==> src/rtl/lsu_pkg.sv <==
// lsu_pkg: shared types and constants for the load/store bus interface.
//   lsu_state_e     : access sequencing states
//   F3_*            : RV32I load/store width/sign codes
//   f3_is_legal()   : funct3 legality for a load or a store
package lsu_pkg;

  typedef enum logic [1:0] {
    S_IDLE = 2'd0,
    S_REQ  = 2'd1,
    S_WAIT = 2'd2,
    S_RESP = 2'd3
  } lsu_state_e;

  localparam logic [2:0] F3_B  = 3'b000;
  localparam logic [2:0] F3_H  = 3'b001;
  localparam logic [2:0] F3_W  = 3'b010;
  localparam logic [2:0] F3_BU = 3'b100;
  localparam logic [2:0] F3_HU = 3'b101;

  // Stores only come in signed-code widths; loads add the two unsigned codes.
  function automatic logic f3_is_legal(input logic we, input logic [2:0] f3);
    logic legal;
    legal = (f3 == F3_B) || (f3 == F3_H) || (f3 == F3_W);
    if (!we) legal = legal || (f3 == F3_BU) || (f3 == F3_HU);
    return legal;
  endfunction

endpackage

==> src/rtl/lsu_align.sv <==
// lsu_align: combinational lane steering for the load/store unit.
//   we_i        : 1 = store, 0 = load (selects the legal funct3 set)
//   funct3_i    : RV32I width/sign code
//   addr_lo_i   : byte offset within the word
//   wdata_i     : raw store data
//   rdata_i     : raw bus read word
//   be_o        : byte enables
//   wdata_o     : store data replicated across lanes
//   rdata_o     : load data shifted down and sign/zero extended
//   misalign_o  : access crosses its natural alignment
//   illegal_o   : funct3 not valid for this direction
module lsu_align
  import lsu_pkg::*;
(
  input  logic        we_i,
  input  logic [2:0]  funct3_i,
  input  logic [1:0]  addr_lo_i,
  input  logic [31:0] wdata_i,
  input  logic [31:0] rdata_i,
  output logic [3:0]  be_o,
  output logic [31:0] wdata_o,
  output logic [31:0] rdata_o,
  output logic        misalign_o,
  output logic        illegal_o
);

  logic [31:0] rshift;

  always_comb begin
    be_o       = 4'b0000;
    wdata_o    = '0;
    misalign_o = 1'b0;
    // funct3[1:0] carries the access size for both signed and unsigned codes
    case (funct3_i[1:0])
      2'b00: begin
        be_o    = 4'b0001 << addr_lo_i;
        wdata_o = {4{wdata_i[7:0]}};
      end
      2'b01: begin
        be_o       = 4'b0011 << addr_lo_i;
        wdata_o    = {2{wdata_i[15:0]}};
        misalign_o = addr_lo_i[0];
      end
      2'b10: begin
        be_o       = 4'b1111;
        wdata_o    = wdata_i;
        misalign_o = |addr_lo_i;
      end
      default: begin
        be_o       = 4'b0000;
        wdata_o    = '0;
        misalign_o = 1'b0;
      end
    endcase
  end

  assign rshift = rdata_i >> {addr_lo_i, 3'b000};

  always_comb begin
    rdata_o = rshift;
    case (funct3_i)
      F3_B:    rdata_o = {{24{rshift[7]}}, rshift[7:0]};
      F3_H:    rdata_o = {{16{rshift[15]}}, rshift[15:0]};
      F3_W:    rdata_o = rshift;
      F3_BU:   rdata_o = {24'h000000, rshift[7:0]};
      F3_HU:   rdata_o = {16'h0000, rshift[15:0]};
      default: rdata_o = rshift;
    endcase
  end

  assign illegal_o = !f3_is_legal(we_i, funct3_i);

endmodule

==> src/rtl/lsu_bus_if.sv <==
// lsu_bus_if: load/store unit bridging the datapath to a handshaked
// word-addressed memory bus.
//   clk, srst                         : clock, async active-low reset
//   req_valid/we/funct3/addr/wdata    : datapath access request
//   req_ready                         : idle, request will be accepted
//   stall                             : freeze PC / write-back while busy
//   rsp_valid/rsp_rdata/rsp_err       : one-cycle completion, held data/error
//   bus_req/we/addr/be/wdata          : bus request, stable until bus_gnt
//   bus_gnt, bus_rvalid, bus_rdata    : bus grant and read return
//
// state  | meaning
// S_IDLE | ready; accept or reject a request
// S_REQ  | bus_req high, waiting for bus_gnt
// S_WAIT | load granted, waiting for bus_rvalid
// S_RESP | rsp_valid pulse, return to idle
module lsu_bus_if
  import lsu_pkg::*;
#(
  parameter int ADDR_W  = 32,
  parameter int DATA_W  = 32,
  parameter int TIMEOUT = 16
) (
  input  logic              clk,
  input  logic              srst,
  input  logic              req_valid,
  input  logic              req_we,
  input  logic [2:0]        req_funct3,
  input  logic [ADDR_W-1:0] req_addr,
  input  logic [DATA_W-1:0] req_wdata,
  output logic              req_ready,
  output logic              stall,
  output logic              rsp_valid,
  output logic [DATA_W-1:0] rsp_rdata,
  output logic              rsp_err,
  output logic              bus_req,
  output logic              bus_we,
  output logic [ADDR_W-1:0] bus_addr,
  output logic [3:0]        bus_be,
  output logic [DATA_W-1:0] bus_wdata,
  input  logic              bus_gnt,
  input  logic              bus_rvalid,
  input  logic [DATA_W-1:0] bus_rdata
);

  localparam int               CNT_W    = $clog2(TIMEOUT + 1);
  localparam logic [CNT_W-1:0] CNT_LAST = CNT_W'(TIMEOUT - 1);

  lsu_state_e        state_q, state_d;
  logic [CNT_W-1:0]  cnt_q, cnt_d;
  logic [ADDR_W-1:0] addr_q, addr_d;
  logic              we_q, we_d;
  logic [2:0]        f3_q, f3_d;
  logic [3:0]        be_q, be_d;
  logic [DATA_W-1:0] wdata_q, wdata_d;
  logic [DATA_W-1:0] rdata_q, rdata_d;
  logic              err_q, err_d;

  logic              idle;
  logic              in_req;
  logic              al_we;
  logic [2:0]        al_f3;
  logic [1:0]        al_lo;
  logic [3:0]        al_be;
  logic [DATA_W-1:0] al_wdata;
  logic [DATA_W-1:0] al_rdata;
  logic              al_misalign;
  logic              al_illegal;

  assign idle   = (state_q == S_IDLE);
  assign in_req = (state_q == S_REQ);

  // One aligner serves both directions: request fields while idle (store
  // formatting, legality), latched fields afterwards (load extension).
  assign al_we = idle ? req_we         : we_q;
  assign al_f3 = idle ? req_funct3     : f3_q;
  assign al_lo = idle ? req_addr[1:0]  : addr_q[1:0];

  lsu_align u_align (
    .we_i       (al_we),
    .funct3_i   (al_f3),
    .addr_lo_i  (al_lo),
    .wdata_i    (req_wdata),
    .rdata_i    (bus_rdata),
    .be_o       (al_be),
    .wdata_o    (al_wdata),
    .rdata_o    (al_rdata),
    .misalign_o (al_misalign),
    .illegal_o  (al_illegal)
  );

  always_comb begin
    state_d = state_q;
    cnt_d   = '0;
    addr_d  = addr_q;
    we_d    = we_q;
    f3_d    = f3_q;
    be_d    = be_q;
    wdata_d = wdata_q;
    rdata_d = rdata_q;
    err_d   = err_q;
    case (state_q)
      S_IDLE: begin
        if (req_valid) begin
          rdata_d = '0;
          if (al_illegal || al_misalign) begin
            err_d   = 1'b1;
            state_d = S_RESP;
          end else begin
            err_d   = 1'b0;
            addr_d  = req_addr;
            we_d    = req_we;
            f3_d    = req_funct3;
            be_d    = al_be;
            wdata_d = al_wdata;
            state_d = S_REQ;
          end
        end
      end
      S_REQ: begin
        cnt_d = cnt_q + 1'b1;
        // A store grant on the last budget cycle still completes; a load
        // grant there would need a further WAIT cycle, so it times out.
        if (bus_gnt && we_q) begin
          state_d = S_RESP;
        end else if (cnt_q == CNT_LAST) begin
          err_d   = 1'b1;
          rdata_d = '0;
          state_d = S_RESP;
        end else if (bus_gnt) begin
          state_d = S_WAIT;
        end
      end
      S_WAIT: begin
        cnt_d = cnt_q + 1'b1;
        if (bus_rvalid) begin
          rdata_d = al_rdata;
          state_d = S_RESP;
        end else if (cnt_q == CNT_LAST) begin
          err_d   = 1'b1;
          rdata_d = '0;
          state_d = S_RESP;
        end
      end
      S_RESP: begin
        state_d = S_IDLE;
      end
      default: begin
        state_d = S_IDLE;
      end
    endcase
  end

  always_ff @(posedge clk or negedge srst) begin
    if (!srst) begin
      state_q <= S_IDLE;
      cnt_q   <= '0;
      addr_q  <= '0;
      we_q    <= 1'b0;
      f3_q    <= 3'b000;
      be_q    <= 4'b0000;
      wdata_q <= '0;
      rdata_q <= '0;
      err_q   <= 1'b0;
    end else begin
      state_q <= state_d;
      cnt_q   <= cnt_d;
      addr_q  <= addr_d;
      we_q    <= we_d;
      f3_q    <= f3_d;
      be_q    <= be_d;
      wdata_q <= wdata_d;
      rdata_q <= rdata_d;
      err_q   <= err_d;
    end
  end

  assign req_ready = idle;
  assign stall     = (idle && req_valid) || in_req || (state_q == S_WAIT);
  assign rsp_valid = (state_q == S_RESP);
  assign rsp_rdata = rdata_q;
  assign rsp_err   = err_q;

  // Bus outputs are gated to REQ so they read zero while idle and in reset.
  assign bus_req   = in_req;
  assign bus_we    = in_req && we_q;
  assign bus_addr  = in_req ? {addr_q[ADDR_W-1:2], 2'b00} : '0;
  assign bus_be    = in_req ? be_q : 4'b0000;
  assign bus_wdata = in_req ? wdata_q : '0;

endmodule
==> config.mk <==
export PLATFORM = sky130hd
export DESIGN_NAME = lsu_bus_if
export DESIGN_NICKNAME = d
export VERILOG_FILES = /design/src/rtl/lsu_pkg.sv /design/src/rtl/lsu_align.sv /design/src/rtl/lsu_bus_if.sv
export SDC_FILE = /design/constraint.sdc
export NUM_CORES = 1
export LEC_CHECK = 0
export ABC_AREA = 1
export CORE_UTILIZATION = 35
export CTS_BUF_LIST = sky130_fd_sc_hd__clkbuf_4 sky130_fd_sc_hd__clkbuf_8
export DETAILED_ROUTE_END_ITERATION = 8
export DONT_BUFFER_PORTS = 1
export GPL_TIMING_DRIVEN = 0
export SETUP_SLACK_MARGIN = 0.05
export SKIP_LAST_GASP = 1
export SYNTH_ARGS = -nofsm -noshare
export SYNTH_HDL_FRONTEND = slang
export SYNTH_SLANG_ARGS = --single-unit
==> constraint.sdc <==
create_clock -name clk -period 5.5 [get_ports clk]
set_clock_uncertainty 0.15 [all_clocks]
set_input_delay 0.55 -clock clk [delete_from_list [all_inputs] [get_ports clk]]
set_output_delay 0.55 -clock clk [all_outputs]
set_load 0.02 [all_outputs]
==> flow_metrics.env <==
export IMPL_worst_setup_path_end_kind="flip-flop"
export IMPL_core_area_um2=19650
export IMPL_global_route_usage_total_pct=22.08
export IMPL_power_leakage_nw=4.349
export IMPL_comb_power_share_pct=59.4
export IMPL_gp_congestion=0.9141
export IMPL_synth_top_cells_by_count="462 x nand2_1, 112 x dfrtp_1, 105 x inv_1, 105 x nand3_1, 105 x o21ai_0"
export IMPL_grt_met2_usage_pct=33.30
export IMPL_critPathSlowestCell="ha_1"
export IMPL_max_vdd_ir_drop_uv=242.0
export IMPL_r2r_setup_slack_ns=1.50
export IMPL_post_synth_num_cell_types=35
export IMPL_drt_pre_antenna_iters=5
export IMPL_setup_worst_path_class="flip-flop to flip-flop"
export IMPL_finalMaxSlewViolations=0
export IMPL_timing_critical_path_from="state_q[1]"
export IMPL_critical_path_cell_count=16
export IMPL_synthesis_area_um2=7099
export IMPL_final_period_utilization_pct=72.75
export IMPL_timing_critical_path_arrival_ns=4.20
export IMPL_timing_critical_path_mode_cell="inv_1"
export IMPL_areaGrowthSynthToFinish_pct=8.178
export IMPL_multi_input_comb_area_um2=3543
export IMPL_hold_path_class="input pin to flip-flop"
export IMPL_cts_buffers_inserted=9
export IMPL_vias=6971
export IMPL_finalWorstPathRequiredPeriod_ns=4.001
export IMPL_setup_worst_path_start_class="flip-flop"
export IMPL_dp_final_hpwl_um=17000
export IMPL_synth_top_cells_by_area="dfrtp_1 39%, nand2_1 24%, nand3_1 7.4%"
export IMPL_critical_path_top_delay_family="buffers and inverters"
export IMPL_finalNetCount=1212
export IMPL_synth_seq_cells=112
export IMPL_clock_tree_root_cell="clkbuf_8"
export IMPL_initial_utilization_pct=36.12
export IMPL_timing_hold_violations_final=0
export IMPL_rsz0062_at_grt="no"
export IMPL_area_share_of_the_largest_cell_type_after_synthesis_pct=39.48
export IMPL_synthMostInstantiatedCell="nand2_1"
export IMPL_run_status="finished clean"
export IMPL_fillers=2165
export IMPL_grt_pass1_wl_um=35080
export IMPL_detailed_route_vias_per_instance=5.099
export IMPL_avgRoutedWirePerCell_um=16.58
export IMPL_switching_power_mw=2.933
export IMPL_antenna_cells_inserted=0
export IMPL_netSwitchingFraction_pct=57.32
export IMPL_reg2reg_to="addr_q[20]"
export IMPL_path_cells="inv_1 -> ha_1 -> buf_6 -> nand2_1 -> o21ai_2 -> inv_1 -> ha_1 -> buf_2 -> nor2_2 -> inv_1 -> nor3_1 -> a21oi_2 -> nand2_2 -> clkbuf_1 -> o21ai_0 -> nand2_1"
export IMPL_finalWirelength_um=22670
export IMPL_dieHeight_um=144.4
export IMPL_cts_sinks=112
export IMPL_timing_critical_path_slowest_cell_delay_ns=0.52
export IMPL_overflow=0
export IMPL_asyncSetResetFlopFracSynth_pct=100.0
export IMPL_transition_time_at_the_pin_with_the_least_slew_margin_ns=0.8169
export IMPL_fp_dieArea_um2=20860
export IMPL_setup_total_negative_slack_ns=0
export IMPL_post_synth_cell_area_avg_um2=6.555
export IMPL_syn_inst=1083
export IMPL_drc_errors_left=0
export IMPL_seq_power_share_pct=30.1
export IMPL_drive_above_1_share_pct=5.354
export IMPL_initialDrtViolationCount=503
export IMPL_internal_power_mw=2.184
export IMPL_htreeDepth=3
export IMPL_r2r_start="state_q[1]"
export IMPL_crit_path_end="addr_q[20]"
export IMPL_power_density_nw_per_um2=666.2
export IMPL_timing_critical_path_fanout_max=10
export IMPL_cap_viol_max_count=0
export IMPL_reg2regPathDepth=16
export IMPL_clk_insertion_delay_late_ns=0.41
export IMPL_tritoncts="yes"
export IMPL_number_of_i_o_pins=211
export IMPL_crit_buf_inv=6
export IMPL_chipWidth_um=144.4
export IMPL_synth_top_flop_cell="dfrtp_1"
export IMPL_number_of_antenna_violations_at_the_first_check_in_global_routing=0
export IMPL_synth_warnings=0
export IMPL_yosys_area_top_type="dfrtp_1"
export IMPL_max_freq_mhz=249.9
export IMPL_synth_edff_count=0
export IMPL_crit_required_ns=5.70
export IMPL_antenna_left=0
export IMPL_met3_usage_pct=5.397
export IMPL_place_port_buffers=0
export IMPL_power_mw=5.117
export IMPL_grtUsageMet1_pct=30.67
export IMPL_sequential_cell_area_um2=2803
export IMPL_pwr_share_clk_pct=10.5
export IMPL_top_usage_layer="met2"
export IMPL_setup_violations=0
export IMPL_seq_total_area_yosys_pct=39.48
export IMPL_clock_pin_slew_on_the_worst_setup_and_hold_paths_ns=0.13
export IMPL_grt_max_degree=113
export IMPL_cts_path_max_buffers=2
export IMPL_first_global_vias=6561
export IMPL_max_slew_margin_rel_pct=45.29
export IMPL_num_rows=51
==> repair_timing <==
| item | CTS | global route |
|---|---|---|
| setup endpoints to repair | 0 | 0 |
| buffers inserted | 0 | 0 |
| resized for setup | 0 | 0 |
| hold endpoints to repair | 112 | 0 |
| hold buffers | 2 | 0 |
==> state kept, by name, indices dropped and copies added (netlist names) <==
| name | cells |
|---|---|
| addr_q | 32 |
| we_q | 1 |
| cnt_q | 5 |
| be_q | 4 |
| wdata_q | 32 |
| f3_q | 3 |
| rsp_err | 1 |
| state_q | 2 |
| rsp_rdata | 32 |
==> power by group through the flow <==
stage | sequential [mW] | clock, mW | combinational [mW]
floorplan | 1.48 | 0 | 2.23
finish | 1.54 | 0.536 | 3.04
detailed placement | 1.56 | 0 | 3.01
global placement | 1.55 | 0 | 2.98
global route | 1.59 | 0.577 | 3.43
CTS | 1.54 | 0.553 | 3.04
==> through the flow <==
step                      utilization, %  worst slack (ns)  cells  area, µm²  hold slack (ns)
after CTS                          39.08             1.484   1367       7680          0.07180
after global placement             37.83             1.547   1349       7435           0.1075
after detailed placement           37.83             1.515   1349       7435           0.1070
after global routing               39.08             1.169   1367       7680          0.08415
final                              39.08             1.499   1367       7680          0.08639
after floorplan                        -             2.339   1084       7103           0.1044
==> kinds of logic (layout without fill, tap and decap cells) <==
logic type / Yosys count / in the layout / synth area share (%)
flip-flops: 112 / 112 / 39.48
AO/OA/AOI/OAI: 172 / 172 / 12.88
other: 1 / 2 / 0.05282
buffers and inverters: 180 / 198 / 10.66
adder cells (fa/ha/maj): 10 / 10 / 1.762
AND/OR/NAND/NOR: 608 / 608 / 35.16
==> final cells by class <==
cell class | instances | share of cell area [%]
well taps | 265 | 4.317
clock inverters | 6 | 0.9123
multi-input cells | 792 | 46.14
clock buffers | 10 | 1.792
plain buffers | 71 | 4.529
inverters | 109 | 5.327
repair buffers | 2 | 0.4888
flip-flops and latches | 112 | 36.49
==> cells in the final DEF (no fill, tap or decap), drive strengths merged <==
master       instances
nor3                11
dfrtp              112
o21ai              123
o22ai                1
a31oi                1
nand2              468
clkbuf              56
or2                  2
inv                111
buf                 26
a21oi               30
nand3b               1
dlygate4sd3          1
o31ai                8
o211ai               7
nor2                19
a22oi                1
nand3              107
clkinv               4
o221ai               1
conb                 2
ha                  10
==> per-layer routing <==
| layer | up-vias | routed length [µm] |
|---|---|---|
| met4 | 0 | 522 |
| met1 | 3224 | 10600 |
| met5 | - | 0 |
| met2 | 257 | 9924 |
| li1 | 3451 | - |
| met3 | 39 | 1614 |
==> worst min-delay path by stage <==
| stage | startpoint | endpoint | slack [ns] | depth (start not counted) |
|---|---|---|---|---|
| floorplan | srst | addr_q[0] | 0.10 | 0 |
| global placement | srst | wdata_q[15] | 0.11 | 0 |
| detailed placement | srst | wdata_q[15] | 0.11 | 0 |
| CTS | req_addr[12] | addr_q[12] | 0.07 | 2 |
| global route | req_addr[7] | addr_q[7] | 0.08 | 2 |
| finish | req_addr[12] | addr_q[12] | 0.09 | 2 |
Note: power is estimated with default switching activity, not from simulation.
